File: src/rtl/l2cache_control_nway.sv
// l2cache_control_nway: N-way L2 cache controller FSM.
// Sequences hits, dirty write-backs, line fills and the PLRU update for a
// WAYS-way datapath. The dirty victim is written back before the fill read
// starts, and invalid ways are always filled before a valid line is evicted.
// Optional build macro L2_PERF_CNT_EN adds saturating hit/miss/write-back
// counters and a synchronous clear input (perf_clr).
//
// state       | meaning
// S_IDLE      | wait for a request; serve hits, classify misses
// S_WRITEBACK | write the dirty victim line back to physical memory
// S_FILL      | read the requested line from physical memory
// S_LOAD      | write the fetched line into the victim way, mark it valid
// S_RESP      | one-cycle response pulse to the CPU
module l2cache_control_nway #(
  parameter int WAYS = 4,
`ifdef L2_PERF_CNT_EN
  parameter int CNT_W = 32,
`endif
  localparam int WAY_W = (WAYS > 1) ? $clog2(WAYS) : 1
) (
  input  logic             clk,
  input  logic             reset,
  input  logic             mem_read,
  input  logic             mem_write,
  input  logic [WAYS-1:0]  hit,
  input  logic [WAYS-1:0]  valid,
  input  logic [WAYS-1:0]  dirty,
  input  logic [WAY_W-1:0] plru_victim,
  input  logic             pmem_resp,
`ifdef L2_PERF_CNT_EN
  input  logic             perf_clr,
  output logic [CNT_W-1:0] hit_count,
  output logic [CNT_W-1:0] miss_count,
  output logic [CNT_W-1:0] wb_count,
`endif
  output logic             mem_resp,
  output logic             pmem_read,
  output logic             pmem_write,
  output logic             mem_addr_sel,
  output logic [WAY_W-1:0] way_sel,
  output logic             mem_b_sel,
  output logic [WAYS-1:0]  we,
  output logic [WAYS-1:0]  ld_valid,
  output logic [WAYS-1:0]  ld_dirty,
  output logic             dirty_in,
  output logic             lru_update,
  output logic [WAY_W-1:0] lru_way
);

  typedef enum logic [2:0] {
    S_IDLE      = 3'd0,
    S_WRITEBACK = 3'd1,
    S_FILL      = 3'd2,
    S_LOAD      = 3'd3,
    S_RESP      = 3'd4
  } state_t;

  state_t           r_state;
  state_t           w_state_nxt;
  logic [WAY_W-1:0] r_victim_q;

  logic             w_req;
  logic             w_any_hit;
  logic [WAY_W-1:0] w_hit_way;
  logic             w_any_invalid;
  logic [WAY_W-1:0] w_inv_way;
  logic [WAY_W-1:0] w_victim;
  logic             w_victim_dirty;
  logic             w_idle_hit;
  logic             w_idle_miss;
  logic             w_wb_exit;

  assign w_req     = mem_read | mem_write;
  assign w_any_hit = |hit;

  // Priority encoders: lowest-index hit way and lowest-index invalid way.
  always_comb begin
    w_hit_way     = '0;
    w_inv_way     = '0;
    w_any_invalid = 1'b0;
    for (int i = WAYS - 1; i >= 0; i--) begin
      if (hit[i]) w_hit_way = WAY_W'(i);
      if (!valid[i]) begin
        w_inv_way     = WAY_W'(i);
        w_any_invalid = 1'b1;
      end
    end
  end

  assign w_victim       = w_any_invalid ? w_inv_way : plru_victim;
  assign w_victim_dirty = valid[w_victim] & dirty[w_victim];

  assign w_idle_hit  = (r_state == S_IDLE) & w_req & w_any_hit;
  assign w_idle_miss = (r_state == S_IDLE) & w_req & ~w_any_hit;
  assign w_wb_exit   = (r_state == S_WRITEBACK) & pmem_resp;

  // State register.
  always_ff @(posedge clk or posedge reset) begin
    if (reset) r_state <= S_IDLE;
    else       r_state <= w_state_nxt;
  end

  // Victim way is latched when a miss is detected and held for the whole miss.
  always_ff @(posedge clk or posedge reset) begin
    if (reset)            r_victim_q <= '0;
    else if (w_idle_miss) r_victim_q <= w_victim;
  end

  // Next-state and output decode.
  always_comb begin
    w_state_nxt  = r_state;
    mem_resp     = 1'b0;
    pmem_read    = 1'b0;
    pmem_write   = 1'b0;
    mem_addr_sel = 1'b0;
    way_sel      = '0;
    mem_b_sel    = 1'b0;
    we           = '0;
    ld_valid     = '0;
    ld_dirty     = '0;
    dirty_in     = 1'b0;
    lru_update   = 1'b0;
    lru_way      = '0;
    case (r_state)
      S_IDLE: begin
        if (w_req) begin
          if (w_any_hit) begin
            lru_update = 1'b1;
            lru_way    = w_hit_way;
            way_sel    = w_hit_way;
            if (mem_write) begin
              we[w_hit_way]       = 1'b1;
              ld_dirty[w_hit_way] = 1'b1;
              dirty_in            = 1'b1;
            end
            w_state_nxt = S_RESP;
          end else begin
            w_state_nxt = w_victim_dirty ? S_WRITEBACK : S_FILL;
          end
        end
      end
      S_WRITEBACK: begin
        pmem_write   = 1'b1;
        mem_addr_sel = 1'b1;
        way_sel      = r_victim_q;
        if (pmem_resp) begin
          ld_dirty[r_victim_q] = 1'b1;
          dirty_in             = 1'b0;
          w_state_nxt          = S_FILL;
        end
      end
      S_FILL: begin
        pmem_read = 1'b1;
        if (pmem_resp) w_state_nxt = S_LOAD;
      end
      S_LOAD: begin
        we[r_victim_q]       = 1'b1;
        mem_b_sel            = 1'b1;
        ld_valid[r_victim_q] = 1'b1;
        ld_dirty[r_victim_q] = 1'b1;
        dirty_in             = mem_write;
        lru_update           = 1'b1;
        lru_way              = r_victim_q;
        // Return to IDLE so the request re-evaluates as a hit and merges data.
        w_state_nxt          = S_IDLE;
      end
      S_RESP: begin
        mem_resp    = 1'b1;
        w_state_nxt = S_IDLE;
      end
      default: w_state_nxt = S_IDLE;
    endcase
  end

`ifdef L2_PERF_CNT_EN
  // Saturating event counters; clear wins over a same-cycle increment.
  always_ff @(posedge clk or posedge reset) begin
    if (reset) begin
      hit_count  <= '0;
      miss_count <= '0;
      wb_count   <= '0;
    end else if (perf_clr) begin
      hit_count  <= '0;
      miss_count <= '0;
      wb_count   <= '0;
    end else begin
      if (w_idle_hit  && (hit_count  != '1)) hit_count  <= hit_count  + 1'b1;
      if (w_idle_miss && (miss_count != '1)) miss_count <= miss_count + 1'b1;
      if (w_wb_exit   && (wb_count   != '1)) wb_count   <= wb_count   + 1'b1;
    end
  end
`endif

endmodule

File: config.mk
export PLATFORM = sky130hd
export DESIGN_NAME = l2cache_control_nway
export DESIGN_NICKNAME = d
export VERILOG_FILES = /design/src/rtl/l2cache_control_nway.sv
export SDC_FILE = /design/constraint.sdc
export NUM_CORES = 1
export LEC_CHECK = 0
export CAP_MARGIN = 20
export CORE_MARGIN = 2
export CORE_UTILIZATION = 40
export CTS_CLUSTER_DIAMETER = 200
export DETAILED_ROUTE_END_ITERATION = 8
export DONT_BUFFER_PORTS = 1
export PLACE_DENSITY = 0.55
export SLEW_MARGIN = 15
export SYNTH_ARGS = -nofsm -noshare
export SYNTH_HDL_FRONTEND = slang
export SYNTH_SLANG_ARGS = --single-unit
export TNS_END_PERCENT = 10
File: constraint.sdc
create_clock -name clk -period 2.6 [get_ports clk]
set_input_delay 0.52 -clock clk [delete_from_list [all_inputs] [get_ports clk]]
set_output_delay 0.52 -clock clk [all_outputs]
set_load 0.03 [all_outputs]
Yosys cells after proc, flatten, opt, wreduce, memory -nomap -nowiden
Cells that the tools add are included.
- register bits after elaboration: 5
- output and inout port bits: 23
- multiplexer cells: 49
- order comparisons: 5
- equality and inequality tests: 7
- bitwise operators: 5
- reduce and logical (&&, ||, !) cells: 5
- operator list (kind ; number):
    2-bit 2-to-1 mux ; 12
    4-bit 2-to-1 mux ; 5
    1-bit 2-to-1 mux ; 17
    3-bit 2-to-1 mux ; 4
    4-bit case mux with 3 select lines ; 1
    2-bit by 3-bit < comparator with 1-bit output, second input constant ; 3
    3-bit case mux with 3 select lines ; 1
    2-bit case mux with 2 select lines ; 2
    4-bit case mux with 2 select lines ; 1
    3-bit by 2-bit == test with 1-bit output, second input constant ; 2
    2-bit inequality test, second input constant ; 3
    1-bit binary-select mux with 2-bit select ; 2
    1-bit demux with 2-bit select ; 2
    2-bit by 1-bit >= comparator with 1-bit output, second input constant ; 2
    1-bit case mux with 2 select lines ; 2
    4-bit OR reduction ; 1
    1-bit AND ; 3
    3-bit by 1-bit == test with 1-bit output, second input constant ; 1
    3-bit == test, second input constant ; 1
    3-bit logical NOT ; 1
    3-bit AND reduction ; 1
    1-bit logical AND ; 2
    1-bit inverter ; 1
    1-bit bitwise OR ; 1

Longest topological paths before layout
- depth in word-level cells: 12
- mapped depth: 6
- depth with buffers taken out: 6

Worst setup path after synthesis
No wires, ideal clock.
- kind: register to output
- start: register r_state[2]
- end: output ld_dirty[3]
- setup slack: 189 ps
- data required time: 2080 ps
- stages on the path, launching flop included: 7
- data arrival time: 1891 ps
- buffers on the path: 0
- path through: dfrtp_1 nor2b_1 nand2_1 inv_1 and3_1 a21o_1 a41o_1
- longest elaborated chain between the ends: 2
- RTL lines (item ; line ; text):
    start, declared ; 58 ; state_t r_state;
    start signal, assigned ; 100 ; else r_state <= w_state_nxt;
    3-bit by 2-bit == test with 1-bit output, or another cell as far along ; 124 ; case (r_state)
    4-bit case mux with 3 select lines * ; 124 ;
    end, declared ; 44 ; output logic [WAYS-1:0] ld_dirty,
Mark *: on every way between the ends. The rest lies on a longest branch, timed or not.

Worst setup path after layout
- start: register r_state[0]
- end: output we[1]
- longest elaborated chain between the ends: 2
- RTL lines (item ; line ; text):
    3-bit by 2-bit == test with 1-bit output / 3-bit logical NOT (equally long branches) ; 124 ;
    4-bit case mux with 2 select lines * ; 124 ;
    end, declared ; 42 ; output logic [WAYS-1:0] we,
Marked as above.

==> results.md <==
* Slew HR at 58.5%
* Vias post-DR at 757
* Via density per instance at 5.87
* Yosys top cell by area: dfrtp_1
* Placed cells at 125
* Final setup TNS at 0 ns
* Die Area at 1990 sq um
* CP max-delay cell: dfrtp_1
* Slew Limit Fails at 0
* Synth Net Count at ~110
* DP Area at 811 sq um
* Unrepaired setup endpoints after global routing: no
* Pre-CTS WS at 0.338 ns
* Req. time, crit path at 2.08 ns
* CTS HTree Levels at 1
* Arrival @ worst endpoint at 1.88 ns
* Antenna violations before repair at 0
* First-pass DRT Iterations at 4
* Total Nets Final at between 100 and 150
* Fin worst setup slack at about 0.2 ns
* Gpl congestion at 0.758
* Initial Utilization at 43.3%
* FMAX at 416 MHz
* Area taken by multi-input logic gates at 493 sq um
* Die X-Extent at 44.6 um
* Clk sinks at 5
* Site row count at 14
* DRT iter0 DRCs at 14
* Min Tclk post-route at 2.40 ns
* Post-route ant nets at 0
* CP max FO at 13
* Worst-Margin Slew at 0.617 ns
* DR DRC count at 0
* Critical Path, Cell by Cell: nor2b_1, nand2_1, inv_1, buf_4, nand2_1, o21ai_0, buf_4
* Max Buffers Root-to-Sink at 2
* HP Class: input pin to asynchronous set/reset pin
* Ant diodes at 0
* PwrDens at between 900 and 1000 nW/um^2
* Grt total ovfl at 0
* Worst hold margin at ~0.052 ns
* Kind of critical path: flop to output pin
* Layout cell share with drive strength beyond 1 at between 20% and 30%
* Largest cells by area after synthesis: dfrtp_1 (19%), nand2_1 (8.0%), o21ai_0 (5.3%)
* Final hold violation count at 0
* Pleak at 0.442 nW
* Clock root buffer: clkbuf_4
* Tcrit/Tclk final at 92.5%
* Yosys reg bits at 5
* Util after Layout at 55.4%
* Hold buffers post-CTS at 0
* Die H at ~45 um
* Layout area overhead at 28.1%
* Dpl hpwl at 1.39 mm
* Per-cell routed wire length at 13.6 um
* Yosys top cell area share at 19.0%
* Reg2reg path depth at 4
* Drt total wl at between 1.5 and 2 mm
* Pin count of the biggest net entering global routing at 15
* Reg clk slew, reported paths at 0.05 ns
* Cts bufs inserted at 3
* Input/output buffers at 0
* Maximum VDD drop at between 300 and 400 uV
* Synth Area per Inst at 7.17 sq um
* Cells after Synth at around 90
* Register area at around 130 sq um
* Max incr delay on CP at 0.58 ns
* CTS tree: yes
* Post-synthesis cell area at 659 sq um
* CORE AREA at 1520 sq um
* Fillers at around 150
* Aggregate global-route resource usage at 18.5%
* Synth unique cells at 34
* Worst Setup Start Kind: flop
* Vias in the first global route at between 600 and 700
* Total power at 0.764 mW
* Status: completed
* Register area share after synthesis at 19.0%
* I/O pin total at 42
* Skew final at 0.00588 ns
* Final instance area at 845 sq um
* Max-cap violations at 0
* Non-filler cells in the finished layout at 129
* First-pass GRT wire length at 2.82 mm
* Endpoints failing setup at 0
* Yosys warnings at 0
* CP Capture Type: output pin
* Worst-Skew Late Latency at 0.25 ns
==> worst max-delay path: cells and delay by family (launching register included) <==
kind	cells	cell delay, ns
AO/OA/AOI/OAI	1	0.17
buffers and inverters	3	0.46
flip-flops	1	0.58
AND/OR/NAND/NOR	3	0.43
==> flip-flops by register name, indices dropped and copies added, names as in the netlist <==
signal / cells
r_state: 3
r_victim_q: 2
==> cells by family (layout without fill, tap and decap cells) <==
logic type | count (synthesis) | after routing | share of synthesized area (%)
and+or+nand+nor | 50 | 50 | 41.9
AOI/OAI and AO/OA | 25 | 25 | 27.1
DFF | 5 | 5 | 19.0
muxes | 3 | 3 | 4.55
buffers and inverters | 9 | 30 | 7.40
==> cell usage after synthesis (all sizes together) <==
cell type / count
a211oi: 1
or4: 1
a21o: 3
nand2b: 3
a211o: 1
o311ai: 1
o31ai: 3
inv: 4
a21oi: 4
o21ai: 9
nor2b: 5
or3: 2
dfrtp: 5
a41o: 1
nor2: 7
nand2: 14
clkbuf: 2
or2: 1
nand4: 2
nor3b: 2
or2b: 2
buf: 3
and3: 2
mux2i: 3
nand4b: 2
nor3: 2
nor4: 1
nand3b: 2
o21bai: 1
o221ai: 1
nand3: 2
==> power by group <==
part | total (mW) | internal, mW | switching [mW] | leakage (nW)
combinational | 0.489 | 0.197 | 0.292 | 0.361
clock | 0.0907 | 0.0581 | 0.0326 | 0.0150
sequential | 0.184 | 0.108 | 0.0754 | 0.0661
==> placed cells by master (no fill, tap or decap), types with 2 or more instances in the layout <==
cell       n
a21o_1     3
a21oi_1    4
and3_1     2
buf_4     22
clkbuf_4   3
dfrtp_1    5
inv_1      4
mux2i_1    3
nand2_1   14
nand2b_1   3
nand3_1    2
nand3b_1   2
nand4_1    2
nand4b_1   2
nor2_1     7
nor2b_1    4
nor3b_1    2
o21ai_0    7
o21ai_1    2
o31ai_1    3
or2b_2     2
==> path summary, 6_finish.rpt <==
check	startpoint	endpoint	slack [ns]
max	r_state[0]	we[1]	0.20
min reg2reg	r_victim_q[1]	r_victim_q[1]	0.66
max in group asynchronous	reset	r_victim_q[1]	2.38
min	reset	r_state[1]	0.05
min in group clk	valid[1]	r_state[0]	0.42
max reg2reg	r_state[0]	r_victim_q[1]	1.08
==> layout make-up <==
type | count | share of cell area, %
clock buffer | 4 | 3.11
inverter | 4 | 1.78
multi-input combinational | 78 | 58.4
sequential | 5 | 14.8
tap | 16 | 2.37
timing repair buffer | 22 | 19.6
==> metal layers <==
metal	part of all wire (%)	GRT usage [%]
met4	1.1	7.27
met1	46	27.5
met3	8.0	1.63
met5	0	0
met2	45	27.2
==> what timing repair did <==
| item | CTS | global route |
|---|---|---|
| endpoints found under the hold margin | 0 | 0 |
| buffers inserted | 0 | 0 |
| gates resized for setup | 0 | 2 |
| endpoints found under the setup margin | 0 | 5 |
Power figures use the tool's default switching activity.
